$ cat config.mk
export PLATFORM = sky130hd
export DESIGN_NAME = icache_direct
export DESIGN_NICKNAME = d
export VERILOG_FILES = /design/src/rtl/icache_direct.sv
export SDC_FILE = /design/constraint.sdc
export NUM_CORES = 1
export LEC_CHECK = 0
export CAP_MARGIN = 5
export CORE_MARGIN = 2
export CORE_UTILIZATION = 40
export DETAILED_ROUTE_END_ITERATION = 10
export PLACE_DENSITY_LB_ADDON = 0.25
export SETUP_SLACK_MARGIN = 0.4
export SKIP_LAST_GASP = 1
export SLEW_MARGIN = 20
export SYNTH_ARGS = -nofsm -noshare
export SYNTH_HDL_FRONTEND = slang
export SYNTH_SLANG_ARGS = --single-unit
export TNS_END_PERCENT = 100
$ cat constraint.sdc
create_clock -name CLK -period 8.6 [get_ports CLK]
set_input_delay 0.86 -clock CLK [delete_from_list [all_inputs] [get_ports CLK]]
set_output_delay 0.86 -clock CLK [all_outputs]
set_load 0.005 [all_outputs]
$ cat src/rtl/icache_direct.sv
// icache_direct: direct-mapped one-word-line I-cache; define ICACHE_STATS_EN for hit/miss counters
module icache_direct #(
  parameter int SETS = 16,
  parameter bit PC_RESET_TAG_CLR = 1'b1
) (
  input  logic        CLK,
  input  logic        nRST,
  input  logic        imemREN,
  input  logic [31:0] imemaddr,
  output logic        ihit,
  output logic [31:0] imemload,
  output logic        iREN,
  output logic [31:0] iaddr,
  input  logic        iwait,
  input  logic [31:0] iload
`ifdef ICACHE_STATS_EN
  ,
  output logic [31:0] hit_count,
  output logic [31:0] miss_count
`endif
);
  localparam int IDX_W = $clog2(SETS);
  localparam int TAG_W = 30 - IDX_W;
  localparam logic [0:0] IDLE = 1'b0, FETCH = 1'b1;
  logic [0:0] state;
  logic [SETS-1:0] valid;
  logic [TAG_W-1:0] tags [SETS];
  logic [31:0] data [SETS];
  logic [29:0] miss_word;
  logic [IDX_W-1:0] idx, fidx;
  logic [TAG_W-1:0] tag, ftag;
  logic hit, miss, fill, unused_bits;
  assign idx = imemaddr[IDX_W+1:2];
  assign tag = imemaddr[31:IDX_W+2];
  assign fidx = miss_word[IDX_W-1:0];
  assign ftag = miss_word[29:IDX_W];
  assign unused_bits = ^imemaddr[1:0];
  assign hit = imemREN & valid[idx] & (tags[idx] == tag);
  assign miss = (state == IDLE) & imemREN & !hit;
  // an abort (imemREN low) suppresses a fill completing in the same cycle
  assign fill = (state == FETCH) & imemREN & !iwait;
  assign ihit = (state == IDLE) & hit;
  assign imemload = (state == IDLE) ? data[idx] : iload;
  assign iREN = (state == FETCH);
  assign iaddr = (state == FETCH) ? {miss_word, 2'b00} : 32'd0;
  always_ff @(posedge CLK or negedge nRST) begin
    if (!nRST) begin
      state <= IDLE;
      valid <= '0;
      miss_word <= '0;
    end else if (state == IDLE) begin
      if (miss) begin
        state <= FETCH;
        miss_word <= imemaddr[31:2];
      end
    end else begin
      if (!imemREN || !iwait) state <= IDLE;
      if (fill) valid[fidx] <= 1'b1;
    end
  end
  if (PC_RESET_TAG_CLR) begin : g_tag_clr
    always_ff @(posedge CLK or negedge nRST) begin
      if (!nRST) for (int i = 0; i < SETS; i++) tags[i] <= '0;
      else if (fill) tags[fidx] <= ftag;
    end
  end else begin : g_tag_keep
    always_ff @(posedge CLK) begin
      if (fill) tags[fidx] <= ftag;
    end
  end
  always_ff @(posedge CLK) begin
    if (fill) data[fidx] <= iload;
  end
`ifdef ICACHE_STATS_EN
  always_ff @(posedge CLK or negedge nRST) begin
    if (!nRST) begin
      hit_count <= '0;
      miss_count <= '0;
    end else begin
      if (ihit && ~&hit_count) hit_count <= hit_count + 32'd1;
      if (miss && ~&miss_count) miss_count <= miss_count + 32'd1;
    end
  end
`endif
endmodule

==> results of run 1 <==
-- worst min path at each step --
stage,from,to,slack (ns),depth (start not counted)
floorplan,valid[10],valid[10],0.43,1
global placement,valid[10],valid[10],0.44,1
detailed placement,valid[15],valid[15],0.45,1
CTS,nRST,tags[376],0.27,1
global route,nRST,tags[272],0.30,1
finish,nRST,tags[376],0.25,1
-- stage by stage --
step,std cells,util [%],power [W]
after floorplan,2721,-,0.006821
after global placement,4084,42.40,0.007187
after detailed placement,4085,42.42,0.007302
after CTS,4270,45.56,0.01161
after global routing,4272,45.61,0.01198
final,4274,45.61,0.01152
-- registers in the layout, indices dropped and copies added (netlist names) --
| register | flops |
|---|---|
| miss_word | 30 |
| tags | 416 |
| data | 512 |
| valid | 16 |
| iREN | 1 |
-- kinds of logic (layout without fill, tap and decap cells) --
kind of cell / Yosys count / after routing / synth area share [%]
mux: 546 / 546 / 21.42
other cells: 1 / 4 / 0.008946
compound gates: 78 / 78 / 1.540
buf+inv: 213 / 384 / 3.594
simple gates: 886 / 886 / 8.680
flops: 975 / 975 / 64.32
xor+xnor: 21 / 21 / 0.4388
-- routing by layer --
| metal | part of all wire, % | routed length, um |
|---|---|---|
| met5 | 0.020 | 23 |
| met4 | 2.5 | 2820 |
| met3 | 6.7 | 7534 |
| met2 | 48 | 53670 |
| met1 | 43 | 48500 |
-- final cells by class --
class	instances	share of cell area, %
Clock inverter	47	1.023
Multi-Input combinational cell	1533	28.54
Sequential cell	975	56.96
Timing Repair Buffer	184	3.816
Antenna cell	2	0.01057
Clock buffer	138	5.867
Tap cell	1380	3.647
Inverter	15	0.1427
-- power by group --
group          switching (W)  total, W  internal [W]
clock network        0.00183   0.00430       0.00248
registers           0.000364   0.00582       0.00546
logic               0.000646   0.00139      0.000748
total                0.00284    0.0115       0.00868
-- placed cells by master (no fill, tap or decap), types with 12 or more instances in the layout --
master | Yosys | routed
nand2_1 | 738 | 738
edfxtp_1 | 512 | 512
dfrtp_1 | 463 | 462
mux4_2 | 224 | 224
mux2_2 | 215 | 215
clkdlybuf4s50_1 | 0 | 124
clkbuf_16 | 0 | 102
mux2i_1 | 59 | 59
buf_4 | 7 | 49
and2_1 | 33 | 33
mux2_4 | 30 | 30
clkinv_2 | 0 | 29
clkbuf_1 | 81 | 27
nor2_1 | 31 | 25
mux4_1 | 18 | 18
nand2b_1 | 15 | 15
clkinv_1 | 9 | 13
a221o_1 | 13 | 13
nand3_1 | 12 | 12
-- worst max-delay path: stages --
cell and delay [ns]:
buf_4 0.72, inv_1 0.70, a2111oi_0 0.63, or4_1 0.20, o2111a_1 0.22, a31oi_1 0.15
nand4b_1 0.31, or4_1 0.78, nor2_1 0.21, clkdlybuf4s50_1 0.52
==> metrics.csv, run 1 <==
stage,metric,value,unit
status,run_status,finished clean,
floorplanning,die-height,327.7,um
sta,hold_viol_final,0,
setup_path,cp.arrival,5.36,ns
yosys,async_flop_share,47.49,%
floorplanning,io_pins,134,
floorplanning,die_w,327.7,um
setup_path,worstReg2RegStart,iREN,
setup_path,crit_end,ihit,
cts,htreeDepth,3,
yosys,synth_top_area_cell,edfxtp_1,
cts,clkSinkCount,975,
cts,cts_setup_buffers,0,
route,routed_wl,112600,um
sta,fin_worst_skew,0.02094,ns
placed_design,place.gp.congestion,0.7796,
yosys,synth.distinct_cells,69,
yosys,syn_area,0.04192,mm2
layout,nFillCells,9003,
global_routing,grt_usage,20.98,%
yosys,synth_top_area_share,36.68,%
yosys,syn_inst,2720,
sta,finalWorstSetupSlack,2.377,ns
sta,fin_crit_sh,72.36,%
route,drt_iter0_markers,2306,
cts,ctsHoldBuffers,0,
setup_path,rr_worst_depth,9,
sta,max_freq,160.7,MHz
hold_path,min_path_type,in2async,
cts,postCtsResizedCells,0,
pwr,power_density,243.3,mW/mm2
yosys,synth_edf_count,512,
route,vias,24000,
yosys,ys_ff_latch,975,
global_routing,grt_pass1_wl,167200,um
sta,maxSlewHeadroom,24.19,%
setup_path,crit_start,imemaddr[4],
setup_path,critPathMaxFanout,52,
cts,cts_buffer_depth,3,
run,cap_violations,0,
setup_path,worstSetupEndpointType,output pin,
floorplanning,die_area,0.1074,mm2
placed_design,port_buffers,129,
layout,syn2layout_area_growth,12.94,%
yosys,ys.flop_type,edfxtp_1,
route,dr.pass1.iters,6,
setup_path,criticalPathCategory,in2out,
cts,tritoncts,built,
cts,clock_latency,0.68,ns
route,antenna_left,0,
sta,fin_tns_setup,0,ns
sta,fin_crit,6.223,ns
route,post-route-drc-count,0,
global_routing,grtUsageMet2,34.02,%
sta,rsz0062_at_grt,false,
yosys,synth_area_leaders,"edfxtp_1, dfrtp_1, mux4_2",
sta,whs,0.2483,ns
route,routedWlPerCell,26.33,um
yosys,synthMostInstantiatedCell,nand2_1,
sta,setup_viol,0,
layout,seq_area,0.02696,mm2
placed_design,pre_cts_slack,2.325,ns
placed_design,dpl.hpwl,60990,um
yosys,ys_warn_count,0,
pwr,power.leakage,19.19,nW
global_routing,first_global_vias,25400,
global_routing,antenna_found_initial,4,
sta,worst_pin_slew,1.131,ns
setup_path,cp-start-kind,primary input,
global_routing,top_usage_layer,met2,
layout,multi_input_area,0.01351,mm2
sta,drv_slew,0,
cts,clkSlewWorstSetupHoldPaths,0.06,ns
setup_path,critPathRequiredTime,7.74,ns
cts,cts_root_buf,clkbuf_16,
route,viasPerCell,5.615,
placed_design,placed_area,0.04403,mm2
global_routing,gr-total-overflow,0,
floorplanning,core-area,0.1038,mm2
layout,drive_gt1_share,24.72,%
yosys,syn_avg_cell_area,15.41,um2
global_routing,use_met1,29.29,%
cts,cts_made_buffers,101,
setup_path,regToRegEndpoint,data[14][16],
yosys,ys_seq_area_share,64.32,%
yosys,synth_commonest_cells,"nand2_1, edfxtp_1, dfrtp_1, mux4_2, mux2_2",
floorplanning,rows,118,
pwr,ir_drop,0.1799,mV
global_routing,grt_max_degree,192,
floorplanning,start_util,40.39,%
setup_path,reg2reg_setup_slack,4.12,ns
layout,stdcell_area,0.04734,mm2
global_routing,grt_use_met3,3.671,%
layout,fin_nets,2878,
Note: power is estimated with default switching activity, not from simulation.
==> run 2, diff against run 1 <==
==> constraint.sdc (replaced) <==
create_clock -name CLK -period 5.65 [get_ports CLK]
set_input_delay 0.565 -clock CLK [delete_from_list [all_inputs] [get_ports CLK]]
set_output_delay 0.565 -clock CLK [all_outputs]
set_load 0.005 [all_outputs]
==> run 2 against run 1 <==
  * Die area unchanged
  * Clock power increased by 55%
  * Worst hold slack improved by 0.22 ns
  * Combinational power increased by 54%
  * Worst setup slack got worse by 1.8 ns
  * Largest cell class unchanged
==> metrics.csv, run 2 (same netlist as run 1, synthesis figures left out) <==
stage,metric,value,unit
route,post-route-drc-count,0,
setup_path,cp.arrival,4.50,ns
floorplanning,die-height,327.7,um
run,cap_violations,0,
global_routing,grt_usage,20.86,%
setup_path,critPathRequiredTime,5.09,ns
setup_path,cp_slowest_stage_delay,0.77,ns
route,dr.pass1.iters,8,
floorplanning,die_area,0.1074,mm2
global_routing,grt_max_degree,185,
pwr,power.leakage,19.35,nW
floorplanning,start_util,40.39,%
cts,cts_setup_buffers,0,
layout,largest_reg_flops,512,
sta,max_freq,197.3,MHz
global_routing,gr-total-overflow,0,
setup_path,crit_family,buffers and inverters,
route,drt_iter0_markers,2291,
layout,fin_nets,2902,
route,viasPerCell,5.591,
floorplanning,rows,118,
setup_path,cp-start-kind,primary input,
setup_path,worst-path-buf-inv,3,
sta,fin_worst_skew,0.02794,ns
global_routing,first_global_vias,24980,
pwr,ir_drop,0.2871,mV
hold_path,min_to,valid[1],
setup_path,worstSetupEndpointType,output pin,
setup_path,regToRegEndpoint,miss_word[16],
pwr,power_density,370.6,mW/mm2
placed_design,place.gp.congestion,0.7682,
floorplanning,die_w,327.7,um
route,routedWlPerCell,26.04,um
route,vias,24020,
sta,hold_viol_final,0,
layout,final_core_util,45.91,%
cts,clock_latency,0.67,ns
route,routed_wl,111900,um
global_routing,grt_pass1_wl,165300,um
route,antenna_left,0,
layout,reg.largest.list,"data x512, tags x416, miss_word x30",
setup_path,critPathMaxFanout,47,
hold_path,hold_depth,1,
sta,rsz0062_at_grt,false,
setup_path,rr_worst_depth,9,
cts,tritoncts,built,
layout,drive_gt1_share,25.17,%
setup_path,worstReg2RegStart,tags[330],
setup_path,criticalPathCategory,in2out,
sta,fin_crit_sh,89.72,%
hold_path,hold_start,valid[1],
layout,top_register,data,
sta,maxSlewHeadroom,29.90,%
cts,htreeDepth,3,
hold_path,min_path_type,reg2reg,
floorplanning,core-area,0.1038,mm2
setup_path,crit_start,imemaddr[4],
sta,setup_viol,0,
sta,drv_slew,0,
setup_path,crit_chain,"buf_4, buf_4, nor2b_1, a2111oi_0, o31a_1, o2111a_1, a31oi_1, nand4b_1, or4_1, nor2_1, clkdlybuf4s50_1",
layout,syn2layout_area_growth,13.68,%
floorplanning,io_pins,134,
layout,final_common_cell,nand2_1,
setup_path,slowest_stage,or4_1,
sta,fin_tns_setup,0,ns
cts,cts_buffer_depth,3,
setup_path,reg2reg_setup_slack,1.99,ns
cts,clkSinkCount,975,
status,run_status,finished clean,
layout,n_antenna_cell,0,
placed_design,port_buffers,129,
setup_path,crit_path_frequent_cell,buf_4,
cts,cts_root_buf,clkbuf_16,
sta,fin_crit,5.069,ns
sta,worst_pin_slew,1.051,ns
placed_design,dpl.hpwl,61860,um
cts,cts_made_buffers,102,
cts,clkSlewWorstSetupHoldPaths,0.06,ns
global_routing,antenna_found_initial,3,
layout,final_cell_mix,"nand2_1, edfxtp_1, dfrtp_1",
[run 2: area by class of cell]
type | count | area (um2)
multi-input combinational | 1533 | 13510
sequential | 975 | 26960
clock buffer | 141 | 2820
tap | 1380 | 1727
timing repair buffer | 207 | 2049
fill | 8901 | 56140
inverter | 15 | 67.56
clock inverter | 45 | 515.5
[run 2: through the flow]
step / total power, W / std cells / hold WS, ns / worst slack (ns) / area [um2]
6_report: 0.01766 / 4296 / 0.4640 / 0.5808 / 47650
5_1_grt: 0.01837 / 4296 / 0.4817 / 0.4303 / 47650
4_1_cts: 0.01779 / 4295 / 0.4657 / 0.5278 / 47620
3_5_place_dp: 0.01111 / 4108 / 0.4492 / 0.5652 / 44280
3_3_place_gp: 0.01096 / 4108 / 0.4442 / 0.5215 / 44280
2_1_floorplan: 0.01038 / 2721 / 0.2694 / 2.053 / 41920
[run 2: per-layer routing]
metal,GRT usage (%),share of wire (%)
met1,28.88,43
met2,33.98,48
met3,4.191,6.8
met4,5.016,2.1
met5,0,0.011
[run 2: power by group]
part	total [W]	switching, W	internal (W)
logic	0.00214	0.000988	0.00115
registers	0.00885	0.000541	0.00830
clock network	0.00668	0.00278	0.00390
total	0.0177	0.00431	0.0134
[run 2: what timing repair did]
action	4_1_cts	5_1_grt
gates resized for setup	0	1
endpoints found under the setup margin	0	1
hold endpoints to repair	85	0
hold buffers	1	0
[run 2: worst max-delay path by stage]
stage,slack [ns],depth (start not counted),endpoint
after floorplan,2.05,7,tags[407]
after CTS,0.53,10,ihit
after global placement,0.52,11,ihit
after detailed placement,0.57,11,ihit
after global routing,0.43,11,ihit
final,0.58,11,ihit
